### config.mk
export PLATFORM = sky130hd
export DESIGN_NAME = run_monitor
export DESIGN_NICKNAME = d
export VERILOG_FILES = /design/src/rtl/monitor_pkg.sv /design/src/rtl/run_monitor_cnt.sv /design/src/rtl/run_monitor.sv
export SDC_FILE = /design/constraint.sdc
export NUM_CORES = 1
export LEC_CHECK = 0
export ABC_CLOCK_PERIOD_IN_PS = 7200
export CORE_MARGIN = 5
export CORE_UTILIZATION = 35
export CTS_CLUSTER_DIAMETER = 120
export DETAILED_ROUTE_END_ITERATION = 6
export PLACE_DENSITY = 0.57
export RECOVER_POWER = 100
export SLEW_MARGIN = 20
export SYNTH_ARGS = -nofsm -noshare
export SYNTH_HDL_FRONTEND = slang
export SYNTH_SLANG_ARGS = --single-unit
### constraint.sdc
create_clock -name clk_i -period 7.2 [get_ports clk_i]
set_input_delay 1.44 -clock clk_i [delete_from_list [all_inputs] [get_ports clk_i]]
set_output_delay 1.44 -clock clk_i [all_outputs]
set_load 0.01 [all_outputs]
### src/rtl/monitor_pkg.sv
// Shared run-control types: monitor states, halt causes and default exception bit indices.
// Used by run_monitor, the seven-segment display and the CPU.
package monitor_pkg;

   typedef enum logic [2:0] {
      ST_RST   = 3'd0,
      ST_RUN   = 3'd1,
      ST_HALT  = 3'd2,
      ST_ERROR = 3'd3,
      ST_STEP  = 3'd4
   } state_e;

   typedef enum logic [3:0] {
      CAUSE_NONE   = 4'd0,
      CAUSE_ERR    = 4'd1,
      CAUSE_EBREAK = 4'd2,
      CAUSE_ECALL  = 4'd3,
      CAUSE_REQ    = 4'd4,
      CAUSE_STEP   = 4'd5,
      CAUSE_WDT    = 4'd6
   } cause_e;

   localparam logic [7:0]  DEF_ERR_MASK   = 8'h07;
   localparam int unsigned DEF_ECALL_BIT  = 3;
   localparam int unsigned DEF_EBREAK_BIT = 4;

   // RUN and STEP are the only states in which instructions may retire.
   function automatic logic is_active(state_e s);
      return (s == ST_RUN) || (s == ST_STEP);
   endfunction

endpackage

### src/rtl/run_monitor_cnt.sv
// Free-running up-counter with enable and synchronous clear; wraps modulo 2^W.
module run_monitor_cnt #(
   parameter int unsigned W = 64
) (
   input  logic         clk,
   input  logic         rst,
   input  logic         clear,
   input  logic         en,
   output logic [W-1:0] count
);

   always_ff @(posedge clk) begin
      if (rst || clear) begin
         count <= '0;
      end else if (en) begin
         count <= count + W'(1);
      end
   end

endmodule

### src/rtl/run_monitor.sv
// Run-control monitor: PC commit gating, exception classification, host halt/resume/step,
// cycle/instret counters. Optional stall watchdog enabled by defining RUN_MONITOR_WDT_EN.
module run_monitor
   import monitor_pkg::*;
#(
   parameter int unsigned          EXC_WIDTH  = 8,
   parameter logic [EXC_WIDTH-1:0] ERR_MASK   = EXC_WIDTH'(DEF_ERR_MASK),
   parameter int unsigned          ECALL_BIT  = DEF_ECALL_BIT,
   parameter int unsigned          EBREAK_BIT = DEF_EBREAK_BIT,
   parameter bit                   ECALL_TRAP = 1'b0,
   parameter int unsigned          CNT_WIDTH  = 64,
   parameter int unsigned          WDT_LIMIT  = 1024
) (
   input  logic                 clk_i,
   input  logic                 rst_i,
   input  logic [EXC_WIDTH-1:0] exceptions_i,
   input  logic                 stall_i,
   input  logic                 halt_req_i,
   input  logic                 resume_i,
   input  logic                 step_i,
   input  logic                 clear_i,
   output logic                 pc_we_o,
   output logic                 trap_o,
   output logic [2:0]           state_o,
   output logic [2:0]           nstate_o,
   output logic [3:0]           cause_o,
   output logic [CNT_WIDTH-1:0] cycle_o,
   output logic [CNT_WIDTH-1:0] instret_o
);

   state_e state, nstate;
   cause_e cause, ncause;
   logic   active, err, ebk, ecl, ecl_halt, wdt_fire;

   assign active   = is_active(state);
   assign err      = |(exceptions_i & ERR_MASK);
   assign ebk      = exceptions_i[EBREAK_BIT];
   assign ecl      = exceptions_i[ECALL_BIT];
   assign ecl_halt = ecl && !ECALL_TRAP;

   // A faulting or halting instruction never commits; a trapping ECALL commits the redirect.
   assign pc_we_o = active && !stall_i && !err && !ebk && !ecl_halt;
   assign trap_o  = active && !stall_i && ecl && ECALL_TRAP && !err && !ebk;

`ifdef RUN_MONITOR_WDT_EN
   localparam int unsigned WDT_W = (WDT_LIMIT > 1) ? $clog2(WDT_LIMIT) : 1;
   logic [WDT_W-1:0] wdt_cnt;
   logic             wdt_run;

   assign wdt_run  = active && stall_i;
   assign wdt_fire = wdt_run && (wdt_cnt == WDT_W'(WDT_LIMIT - 1));

   run_monitor_cnt #(.W(WDT_W)) u_wdt (
      .clk   (clk_i),
      .rst   (rst_i),
      .clear (!wdt_run),
      .en    (wdt_run),
      .count (wdt_cnt)
   );
`else
   assign wdt_fire = 1'b0;
`endif

   always_comb begin
      nstate = state;
      ncause = cause;
      case (state)
         ST_RST: nstate = halt_req_i ? ST_HALT : ST_RUN;
         ST_RUN, ST_STEP: begin
            if (err) begin
               nstate = ST_ERROR;
               ncause = CAUSE_ERR;
            end else if (ebk) begin
               nstate = ST_HALT;
               ncause = CAUSE_EBREAK;
            end else if (ecl_halt) begin
               nstate = ST_HALT;
               ncause = CAUSE_ECALL;
            end else if (wdt_fire) begin
               nstate = ST_ERROR;
               ncause = CAUSE_WDT;
            end else if (state == ST_RUN && halt_req_i) begin
               nstate = ST_HALT;
               ncause = CAUSE_REQ;
            end else if (state == ST_STEP && pc_we_o) begin
               nstate = ST_HALT;
               ncause = CAUSE_STEP;
            end
         end
         ST_HALT: begin
            if (resume_i) begin
               nstate = ST_RUN;
               ncause = CAUSE_NONE;
            end else if (step_i) begin
               nstate = ST_STEP;
            end
         end
         ST_ERROR: if (clear_i) nstate = ST_HALT;
         default:  nstate = ST_RST;
      endcase
      if (rst_i) begin
         nstate = ST_RST;
         ncause = CAUSE_NONE;
      end
   end

   always_ff @(posedge clk_i) begin
      if (rst_i) begin
         state <= ST_RST;
         cause <= CAUSE_NONE;
      end else begin
         state <= nstate;
         cause <= ncause;
      end
   end

   run_monitor_cnt #(.W(CNT_WIDTH)) u_cycle (
      .clk   (clk_i),
      .rst   (rst_i),
      .clear (1'b0),
      .en    (active),
      .count (cycle_o)
   );

   run_monitor_cnt #(.W(CNT_WIDTH)) u_instret (
      .clk   (clk_i),
      .rst   (rst_i),
      .clear (1'b0),
      .en    (pc_we_o),
      .count (instret_o)
   );

   assign state_o  = state;
   assign nstate_o = nstate;
   assign cause_o  = cause;

endmodule

==> qor.yml <==
status: "finished clean"
fin_crit_sh_pct: 80.0
required_ns: 5.76
rr_startpoint: "state_o[0]$_SDFF_PP0_"
critPathArrivalTime_ns: 4.32
cpPeakStageDelay_ns: 0.68
synth_cell_type_count: 52
wl_per_cell_um: 16.6
hold_end: "cause_o[2]$_SDFFE_PP0P_"
fmax_mhz: 174
critPathMaxFanout: 10
crit_buf_inv: 3
grt_first_pass_wirelength_mm: 32.3
drive_gt1_share_pct: 4.68
hold_path_depth: 2
met2_usage_pct: 26.8
hold_slack_ns: 0.463
port_buffers: 149
grtUsageMet1_pct: 25.8
fin_tns_setup_ns: 0
slowest_stage: "nor3_1"
fin_skew_ns: 0.0101
netlist_top_cells_count: "134 x dfxtp_1, 83 x nor2_1, 72 x a21oi_1, 57 x nand2_1, 54 x nand4_1"
ys_seq_area_share_pct: 40.4
dp_hpwl_mm: 14.0
ys_ff_latch: 134
cts_resized: 0
powerDensity_nw_per_um2: 197
drc_errors: 0
final_hold_viol_count: 0
setup_viol: 0
grt.met3_usage_pct: 4.51
ys.flop_type: "dfxtp_1"
fin_crit_ns: 5.76
synth-edff-count: 0
fp.dieArea_sq_um: 21800
nFillCells: 1818
drtIter0Drc: 377
drtAntennaViolNets: 0
synth_top_area_share_pct: 40.4
h-tree-depth: 4
routed_wl_mm: 19.8
synthCells: 816
vias: 6585
reg2reg_to: "u_instret.count[62]$_SDFFE_PP0P_"
io_pins: 155
ir_drop_v: 0.000154
cts_tree: "yes"
cp-end-kind: "primary output"
hold_buffers: 0
crit_type: "in -> out"
clk_pin_slew_ns: 0.06
cts_setup_buffers: 0
crit_family: "buffers and inverters"
worstMarginPinSlew_ns: 0.943
grt_use_total_pct: 18.0
rsz0062_at_grt: "false"
crit_top_cell: "dlygate4sd3_1"
synth.most_common_cell: "dfxtp_1"
grt_max_degree: 85
cts.sinks: 134
yosys.area.top_type: "dfxtp_1"
clkLatencyLatePin_ns: 0.42
reg2reg_depth: 6
hp-class: "reg -> reg"
clockBufferDepth: 2
ys_async_sr_fraction_pct: 0
vias_per_cell: 5.51
nets: 965
cts_root_buf: "clkbuf_16"
syn_to_final_growth_pct: 34.0
fin_ws_ns: 1.44
avgSynthCellArea_sq_um: 8.13
die_h_um: 148
start_util_pct: 35.5
path_cells: "dlygate4sd3_1, nor3_1, nand4_1, inv_1, dlygate4sd3_1"
leakagePower_nw: 3.21
reg2reg_setup_slack_ns: 3.44
final_max_slew_viol_count: 0
synth_area_sq_um: 6640
yosysWarnings: 0
grt_busiest_layer: "met2"
rows: 50
min_from: "cause_o[2]$_SDFFE_PP0P_"
core-area_sq_um: 18700
netlist_top_cells_area: "dfxtp_1 40%, a21oi_1 5.4%, nand4_1 5.1%"
grt_overflow_total: 0
place.gp.congestion: 0.793
first_global_vias: 6107
grt_antenna_before_repair: 1
critPathLaunchType: "input port"
die_w_um: 148
cts_made_buffers: 17
first_pass_iters: 5
pre_cts_slack_ns: 1.64
max_slew_margin_pct: 36.6
maxCapViolCount: 0
cell families after synthesis:
family          share of synthesized area [%]
buf+inv                                  3.37
fa+ha+maj                               0.377
compound gates                           12.9
xor+xnor                                 8.03
other cells                            0.0565
mux                                     0.773
simple gates                             34.0
flops                                    40.4
cell type report:
type                    count  area [sq um]  area share (%)
clock buffers              20           457            5.13
repair buffers            153          1520            17.0
well taps                 234           293            3.29
multi-input cells         628          3720            41.8
inverters                  14          52.6           0.591
flip-flops and latches    134          2680            30.2
diodes                      1          2.50          0.0281
clock inverters            12           176            1.98
worst max-delay path by stage:
stage,from,endpoint,depth (start not counted)
2_1_floorplan,exceptions_i[1],nstate_o[0],6
3_3_place_gp,exceptions_i[1],pc_we_o,5
3_5_place_dp,exceptions_i[1],pc_we_o,5
4_1_cts,exceptions_i[1],pc_we_o,5
5_1_grt,exceptions_i[1],pc_we_o,5
6_report,exceptions_i[1],pc_we_o,5
per-stage QoR:
stage / instance area [sq um] / util (%) / instances / total power [mW]
3_5_place_dp: 8280 / 44.3 / 1163 / 0.837
4_1_cts: 8910 / 47.7 / 1195 / 1.78
5_1_grt: 8890 / 47.6 / 1196 / 1.82
2_1_floorplan: 6640 / - / 817 / 0.808
3_3_place_gp: 8280 / 44.3 / 1163 / 0.838
6_report: 8890 / 47.6 / 1196 / 1.75
worst register-to-register path: stages (launching register included):
cell and delay (ns):
dfxtp_1 0.64, xor2_1 0.51, nand4_1 0.49, inv_1 0.45, nand4_1 0.71, or4_1 0.74, a21oi_1 0.14
state kept, by name, indices dropped and copies added, names as in the netlist:
signal / flops
u_cycle.count: 64
state_o: 3
u_instret.count: 64
cause_o: 3
per-layer routing:
layer	wire, um	part of all wire [%]
met2	8820	44
met3	997	5.0
met1	9770	49
met4	255	1.3
met5	0	0
placed cells by master, fill, tap and decap left out, types with 9 or more instances in the layout:
master / count
a21oi_1: 72
and3_1: 22
and4_1: 12
clkbuf_16: 17
clkdlybuf4s50_1: 9
dfxtp_1: 134
dlygate4sd3_1: 139
inv_1: 14
nand2_1: 57
nand3_1: 43
nand4_1: 55
nor2_1: 83
nor3_1: 22
nor4_1: 19
o21ai_0: 36
o31ai_1: 28
or3_1: 38
or4_1: 29
xnor2_1: 33
xor2_1: 27
where the power goes:
part / internal (mW) / leakage, nW / switching (mW)
Combinational: 0.0253 / 1.83 / 0.0377
Sequential: 0.746 / 1.08 / 0.00832
Clock: 0.598 / 0.306 / 0.340
Note: power is estimated with default switching activity, not from simulation.
